## src/rtl/i2c_bridge_ctrl.sv

```systemverilog
// ---------------------------------------------------------------------------
// i2c_bridge_ctrl
//
// Sits between the I2C slave receiver and the UART transmitter of the
// I2C-to-UART bridge. Write payload addressed to this device is buffered
// in a payload FIFO and drained to the UART over a valid/ready handshake.
// The block decides ACK/NACK for every address and data byte, and raises a
// sticky overflow flag whenever a byte has to be dropped.
//
// Build option:
//   BRIDGE_FRAME_EN - when defined, every accepted write is wrapped as
//                     SOF_BYTE, payload..., trailer. The trailer is the
//                     payload count mod 256. One FIFO slot is always kept
//                     free for the trailer. When undefined, the UART
//                     stream is the payload only.
//
// Ports:
//   clk, rst_n       system clock, asynchronous active-low reset
//   i2c_start        START / repeated START pulse
//   i2c_stop         STOP pulse
//   i2c_addr_valid   address phase complete; qualified by i2c_addr_match
//                    and i2c_rw
//   i2c_byte_valid   data byte pulse; the byte is on i2c_byte
//   i2c_ack          combinational ACK (1) / NACK (0) for the current
//                    address or byte
//   tx_data          head of the FIFO (registered); stable while stalled
//   tx_valid         FIFO is not empty
//   tx_ready         UART accepts tx_data this cycle
//   fifo_level       FIFO occupancy
//   busy             state is not IDLE, or the FIFO is not empty
//   overflow         sticky dropped-byte flag
//   clr_overflow     clears overflow; a set in the same cycle wins
// ---------------------------------------------------------------------------
module i2c_bridge_ctrl #(
  parameter int         FIFO_DEPTH = 16,
  parameter logic [7:0] SOF_BYTE   = 8'hA5
) (
  input  logic                          clk,
  input  logic                          rst_n,
  input  logic                          i2c_start,
  input  logic                          i2c_stop,
  input  logic                          i2c_addr_valid,
  input  logic                          i2c_addr_match,
  input  logic                          i2c_rw,
  input  logic                          i2c_byte_valid,
  input  logic [7:0]                    i2c_byte,
  output logic                          i2c_ack,
  output logic [7:0]                    tx_data,
  output logic                          tx_valid,
  input  logic                          tx_ready,
  output logic [$clog2(FIFO_DEPTH):0]   fifo_level,
  output logic                          busy,
  output logic                          overflow,
  input  logic                          clr_overflow
);

  localparam int AW = $clog2(FIFO_DEPTH);
  localparam int LW = AW + 1;
  localparam logic [LW-1:0] DEPTH_L = LW'(FIFO_DEPTH);

  typedef enum logic [1:0] {
    IDLE   = 2'd0,
    ACTIVE = 2'd1,
    IGNORE = 2'd2
  } state_t;

  state_t        state_q, state_d;
  logic [7:0]    mem [FIFO_DEPTH];
  logic [AW-1:0] wr_ptr, rd_ptr, rd_next;
  logic [LW-1:0] level_q, level_d;
  logic          pop, push_en, push_ok, push_payload, drop;
  logic          space, entry_ok;
  logic [7:0]    push_data;

`ifdef BRIDGE_FRAME_EN
  logic       trl_pend;    // trailer is pushed in this cycle
  logic       sof_pend;    // SOF was displaced by the trailer; push it now
  logic [7:0] pay_cnt;
  logic       enter, close_frame, refuse_full;

  // The last free slot belongs to the trailer of the open frame.
  assign space = level_q < (DEPTH_L - LW'(1));
  // A trailer being written this cycle already occupies a slot, so count
  // it; the new frame needs room for its SOF plus its own trailer.
  assign entry_ok = ({1'b0, level_q} + {{LW{1'b0}}, trl_pend})
                    <= {1'b0, DEPTH_L - LW'(2)};
  assign enter       = (state_q == IDLE) && (state_d == ACTIVE);
  assign close_frame = (state_q == ACTIVE) && (i2c_stop || i2c_start);
  assign refuse_full = (state_q == IDLE) && i2c_addr_valid &&
                       i2c_addr_match && !i2c_rw && !entry_ok;
`else
  assign space    = level_q < DEPTH_L;
  assign entry_ok = space;
`endif

  // -------------------------------------------------------------------------
  // Transaction state machine
  // -------------------------------------------------------------------------
  // NOTE: state registers use non-blocking assignments so every flop samples
  // the pre-edge values; the combinational blocks below use blocking ones.
  always_ff @(posedge clk or negedge rst_n) begin
    if (!rst_n) state_q <= IDLE;
    else        state_q <= state_d;
  end

  // NOTE: every output of this block gets a default first, so no path
  // through the case statement can leave one unassigned and infer a latch.
  always_comb begin
    state_d      = state_q;
    i2c_ack      = 1'b0;
    push_payload = 1'b0;
    drop         = 1'b0;
    unique case (state_q)
      IDLE: begin
        if (i2c_addr_valid) begin
          if (i2c_addr_match && !i2c_rw && entry_ok) begin
            state_d = ACTIVE;
            i2c_ack = 1'b1;
          end else begin
            state_d = IGNORE;
          end
        end
      end
      ACTIVE: begin
        // A simultaneous stop and start is one frame close: stop first,
        // and the start then finds the block already in IDLE.
        if (i2c_stop || i2c_start) begin
          state_d = IDLE;
        end else if (i2c_byte_valid) begin
          if (space) begin
            push_payload = 1'b1;
            i2c_ack      = 1'b1;
          end else begin
            drop = 1'b1;
          end
        end
      end
      IGNORE: begin
        if (i2c_stop || i2c_start) state_d = IDLE;
      end
      default: state_d = IDLE;
    endcase
  end

  // -------------------------------------------------------------------------
  // FIFO write-port source select
  // -------------------------------------------------------------------------
  always_comb begin
    push_en   = 1'b0;
    push_data = SOF_BYTE;
`ifdef BRIDGE_FRAME_EN
    // The trailer owns the write port in its cycle; an SOF that collides
    // with it is deferred by one cycle through sof_pend. The receiver never
    // delivers a data byte in the cycle right after the address phase.
    if (trl_pend) begin
      push_en   = 1'b1;
      push_data = pay_cnt;
    end else if (sof_pend || enter) begin
      push_en   = 1'b1;
    end else if (push_payload) begin
      push_en   = 1'b1;
      push_data = i2c_byte;
    end
`else
    if (push_payload) begin
      push_en   = 1'b1;
      push_data = i2c_byte;
    end
`endif
  end

  // -------------------------------------------------------------------------
  // Payload FIFO
  // -------------------------------------------------------------------------
  assign tx_valid = (level_q != '0);
  assign pop      = tx_valid && tx_ready;
  assign push_ok  = push_en && ((level_q != DEPTH_L) || pop);
  assign rd_next  = rd_ptr + AW'(pop);
  assign level_d  = level_q + LW'(push_ok) - LW'(pop);

  // NOTE: the storage array has no reset; emptiness is tracked by the reset
  // pointers and level, so stale entries are never presented.
  always_ff @(posedge clk) begin
    if (push_ok) mem[wr_ptr] <= push_data;
  end

  always_ff @(posedge clk or negedge rst_n) begin
    if (!rst_n) begin
      wr_ptr  <= '0;
      rd_ptr  <= '0;
      level_q <= '0;
      tx_data <= 8'h00;
    end else begin
      wr_ptr  <= wr_ptr + AW'(push_ok);
      rd_ptr  <= rd_next;
      level_q <= level_d;
      // tx_data holds the entry that will be the head after this edge. If
      // that entry is the one being written now, forward the write data.
      if (level_d != '0) begin
        if (push_ok && (wr_ptr == rd_next)) tx_data <= push_data;
        else                                tx_data <= mem[rd_next];
      end
    end
  end

  // -------------------------------------------------------------------------
  // Status
  // -------------------------------------------------------------------------
  always_ff @(posedge clk or negedge rst_n) begin
    if (!rst_n) begin
      overflow <= 1'b0;
`ifdef BRIDGE_FRAME_EN
    end else if (drop || refuse_full) begin
`else
    end else if (drop) begin
`endif
      overflow <= 1'b1;
    end else if (clr_overflow) begin
      overflow <= 1'b0;
    end
  end

`ifdef BRIDGE_FRAME_EN
  always_ff @(posedge clk or negedge rst_n) begin
    if (!rst_n) begin
      trl_pend <= 1'b0;
      sof_pend <= 1'b0;
      pay_cnt  <= 8'h00;
    end else begin
      trl_pend <= close_frame;
      sof_pend <= enter && trl_pend;
      if (enter)             pay_cnt <= 8'h00;
      else if (push_payload) pay_cnt <= pay_cnt + 8'h01;
    end
  end
`endif

  assign fifo_level = level_q;
  assign busy       = (state_q != IDLE) || (level_q != '0);

endmodule

```

## config.mk

```make
export PLATFORM = sky130hd
export DESIGN_NAME = i2c_bridge_ctrl
export DESIGN_NICKNAME = d
export VERILOG_FILES = /design/src/rtl/i2c_bridge_ctrl.sv
export SDC_FILE = /design/constraint.sdc
export NUM_CORES = 1
export LEC_CHECK = 0
export ABC_AREA = 1
export CELL_PAD_IN_SITES_DETAIL_PLACEMENT = 0
export CELL_PAD_IN_SITES_GLOBAL_PLACEMENT = 1
export CORE_ASPECT_RATIO = 0.9
export CORE_MARGIN = 2
export CORE_UTILIZATION = 53
export CTS_BUF_LIST = sky130_fd_sc_hd__clkbuf_2
export CTS_CLUSTER_DIAMETER = 80
export DETAILED_ROUTE_END_ITERATION = 16
export PLACE_DENSITY = 0.89
export SLEW_MARGIN = 20
export SYNTH_ARGS = -nofsm -noshare
export SYNTH_HDL_FRONTEND = slang
export SYNTH_SLANG_ARGS = --single-unit
```

## constraint.sdc

```tcl
create_clock -name clk -period 5.7 [get_ports clk]
set_input_delay 1.425 -clock clk [delete_from_list [all_inputs] [get_ports clk]]
set_output_delay 1.425 -clock clk [all_outputs]
set_load 0.02 [all_outputs]
```

# Word-level counts from Yosys, hierarchy flattened
# Memory sizes are Yosys's and may differ from the RTL's. A register that Yosys moved wholly into a read port is not among the register bits.
# Index checks and enable logic that the tools add are counted.
# word_totals
register_bits	16
ram_bits	128
in_bits	18
output_inout_bits	17
elab_cells	53
n_memories	1
# mem_list
memory	words	word_bits	rd	rd_ports_with_merged_regs	wr	line	source
mem	16	8	1	1	1	68	logic [7:0] mem [FIFO_DEPTH];
# op_classes
add_sub_neg	4
n_lt_le_gt_ge	1
n_eq_ne	5
muxes	21
n_reduce_logical	16
# op_table
operator	count
2-to-1 mux 1 bit	15
nonzero test 5 bit	2
adder 4 x 1 -> 4 bit	2
2-to-1 mux 8 bit	1
2-to-1 mux 2 bit	3
adder 5 x 1 -> 5 bit	1
< comparator 5 bit, second input constant	1
!= test 5 bit, second input constant	1
subtractor 5 x 1 -> 5 bit	1
logical AND 1 bit	4
one-hot mux 2 bit (2 select lines)	1
nonzero test 2 bit	2
logical OR 1 bit	3
equality test 2 x 1 -> 1 bit, second input constant	1
equality test 2 bit, second input constant	1
logical NOT 1 bit	2
logical NOT 2 bit	1
!= test 2 x 1 -> 1 bit, second input constant	1
!= test 2 bit, second input constant	1
one-hot mux 1 bit (2 select lines)	1
AND reduction 2 bit	1
OR reduction 2 bit	1

# Logic depth before layout (Yosys ltp)
# logic_depth
word_depth	10
ltp_mapped	21
depth_no_buf	21

# Worst setup path after synthesis
# OpenSTA, ideal clock, no wires.
# synth_timing
path_kind	in2out
startpoint	input i2c_start
endpoint	output i2c_ack
arrival_ns	2.198
setup_slack_ns	2.077
path_stages	6
path_cell_list	nor2_1 nand2_1 nor2_2 buf_2 inv_1 nand2_1
# synth_between
elab_chain_len	3
# synth_lines
item	line	source
from (decl)	40	input logic i2c_start,
logical OR 1 bit	127	if (i2c_stop || i2c_start) begin
2-to-1 mux 1 bit	127	
one-hot mux 1 bit (2 select lines)	113	unique case (state_q)
to (decl)	47	output logic i2c_ack,
# Every way passes these cells.

# Worst setup path in the final report
# Same ends and word-level chain as after synthesis.

==> impl_metrics.json <==
{
  "avgSynthCellArea_sq_um": 10.1,
  "num-fill-cells": 1103,
  "dieWidth_um": 123,
  "cp.required_ns": 4.28,
  "cellLeakagePower_nw": 3.19,
  "synth_edf_count": 128,
  "vias": 4636,
  "critPathLaunchType": "primary input",
  "grt_max_degree": 75,
  "synth_top_family_by_area": "simple AND/OR/NAND/NOR gates",
  "drt_iter0_drc": 512,
  "postCtsHoldBufs": 0,
  "synthArstFlopShare_pct": 15.8,
  "worst_slew_margin_rel_pct": 40.7,
  "design.core.area_sq_um": 12600,
  "synth_cells": 672,
  "synth-main-ff-cell": "edfxtp_1",
  "antenna_found_initial": 0,
  "fin_crit_sh_pct": 84.5,
  "r2r_cells": 19,
  "syn_area_sq_um": 6790,
  "power.total_mw": 3.40,
  "synth-xor-area-share_pct": 0.387,
  "maxCapViolations": 0,
  "post-cts-setup-buffers": 0,
  "r2r-end": "tx_data[5]$_DFFE_PN0P_",
  "synth_compound_area_share_pct": 2.82,
  "tritoncts.num_buffers": 17,
  "clock-sinks": 152,
  "r2r-start": "fifo_level[3]$_DFF_PN0_",
  "final_nets": 734,
  "drive_gt1_share_pct": 7.11,
  "grt_pass1_vias": 4535,
  "area_growth_pct": 9.08,
  "hold_path_class": "reg2reg",
  "min_period_ns": 4.82,
  "antennaDiodeCount": 0,
  "synthMuxAreaShare_pct": 0,
  "synth_fa_ha_area_share_pct": 2.32,
  "rsz0062_at_grt": "false",
  "synth_cell_type_count": 27,
  "drc": 0,
  "drv_slew": 0,
  "cts_buffer_depth": 2,
  "rows": 39,
  "die_y_um": 111,
  "cts_root_buffer": "clkbuf_2",
  "critPathMaxFanout": 13,
  "setup_tns_ns": 0,
  "cts_tree": "done",
  "ctsResizeCount": 0,
  "worstMarginPinSlew_ns": 0.888,
  "synth_top_area_cell": "edfxtp_1",
  "slowest_delay_ns": 0.60,
  "reg2reg_slack_ns": 2.12,
  "setup_viol": 0,
  "final-hold-violation-count": 0,
  "clk_latency_ns": 0.71,
  "synth.most_common_cell": "nand2_1",
  "yosysTopAreaCellShare_pct": 56.6,
  "seq_area_sq_um": 4440,
  "status": "complete, no violations",
  "path_class": "in2out",
  "max_freq_mhz": 208,
  "hold_end": "tx_data[3]$_DFFE_PN0P_",
  "path_cells": "clkdlybuf4s50_1, nor2_1, nand2_1, nor2_2, inv_1, nand2_1, clkdlybuf4s50_1",
  "min_path_cells": 2,
  "io_buffers": 34,
  "synth_simple_gate_area_share_pct": 23.2,
  "worstPathArrival_ns": 3.39,
  "multi_input_area_sq_um": 1960,
  "ys_top_cells_by_count": "167 x nand2_1, 128 x edfxtp_1, 105 x nor2_1, 83 x nand3_1, 64 x inv_1",
  "synth.area.top_cells": "edfxtp_1 57%, nand2_1 9.2%, dfrtp_1 8.8%",
  "slowest_stage": "clkdlybuf4s50_1",
  "power.density_cell_area_nw_per_um2": 459,
  "grt_usage_pct": 22.9,
  "start_util_pct": 54.0,
  "finalClockSkew_ns": 0.0258,
  "postRouteAntennaNets": 0,
  "yosysWarnings": 0,
  "grt_pass1_wl_um": 23100,
  "drt-total-wl_um": 14700,
  "synth-seq-cells": 152,
  "wl_per_cell_um": 16.7,
  "grt-ovfl-total": 0,
  "io_pins": 35,
  "seq_area_frac_synth_pct": 65.4,
  "viasPerCell": 5.26,
  "place_congestion": 0.900,
  "dr.pass1.iters": 5,
  "hp-start": "tx_data[3]$_DFFE_PN0P_",
  "cts.clk_slew.worst_paths_ns": 0.18,
  "worst_setup_path_end_kind": "output port",
  "detailed_place_hpwl_um": 9550,
  "vdd_ir_drop_max_uv": 314,
  "die_area_sq_um": 13700,
  "cts_htree_levels": 4,
  "mappedNetlistNets": 702
}
-- area by class of cell --
type	instances	share of cell area [%]
Clock inverter	8	0.760
Tap cell	164	2.77
Multi-Input combinational cell	426	26.5
Clock buffer	24	1.62
Inverter	69	3.49
Timing Repair Buffer	38	4.93
Sequential cell	152	60.0
-- state kept, by name, indices dropped and copies added, names as in the netlist --
| register | cells |
|---|---|
| state_q | 2 |
| fifo_level | 5 |
| wr_ptr | 4 |
| overflow | 1 |
| tx_data | 8 |
| rd_ptr | 4 |
| mem | 128 |
-- worst max-delay path, delay by kind of cell --
kind                   cells  cell delay [ns]
buffers and inverters      3             1.23
AND/OR/NAND/NOR            4             0.74
-- kinds of logic after synthesis --
group,count (synthesis)
XOR/XNOR,3
buffers and inverters,94
adder cells (fa/ha/maj),12
AND/OR/NAND/NOR,373
flip-flops,152
AO/OA/AOI/OAI,38
-- how the worst max path moves through the flow --
stage / from / endpoint / slack [ns] / cells past startpoint
6_report: i2c_start / i2c_ack / 0.88 / 7
5_1_grt: i2c_start / i2c_ack / 0.70 / 7
4_1_cts: i2c_start / i2c_ack / 0.89 / 7
3_5_place_dp: i2c_start / i2c_ack / 0.88 / 7
3_3_place_gp: i2c_start / i2c_ack / 0.98 / 7
2_1_floorplan: i2c_start / i2c_ack / 2.08 / 6
-- power breakdown --
part,total (mW),switching [mW],internal [mW]
registers,1.32,0.0521,1.27
logic,1.58,1.06,0.519
clock network,0.506,0.346,0.160
total,3.40,1.46,1.94
-- metal layers --
metal,wire length (um),part of all wire [%],GRT usage (%)
met5,0,0,0
met4,156,1.1,5.83
met3,881,6.0,6.10
met2,7250,49,36.4
met1,6440,44,31.5
-- metrics by stage --
step	setup WS, ns	area (sq um)	cells	util (%)	hold WS, ns
after floorplan	2.08	6790	672	-	0.515
final	0.883	7410	881	58.9	0.509
after global routing	0.705	7410	881	58.9	0.532
after detailed placement	0.882	7240	849	57.5	0.471
after CTS	0.888	7410	881	58.9	0.510
after global placement	0.979	7230	849	57.5	0.466
-- cell usage in the layout (no fill, tap or decap), types with 3 or more instances in the layout --
cell type,netlist,final
o21ai_0,34,34
nor2_2,2,4
inv_2,5,5
buf_4,6,4
clkbuf_2,0,24
nand3_1,83,83
a21oi_1,3,3
inv_1,64,64
clkdlybuf4s50_1,0,33
dfrtp_1,24,24
clkinv_1,0,7
nand2_1,167,167
edfxtp_1,128,128
nor2_1,105,103
ha_1,11,10
nand4_1,3,3
nand2_2,7,7
(Power assumes the default switching activity.)
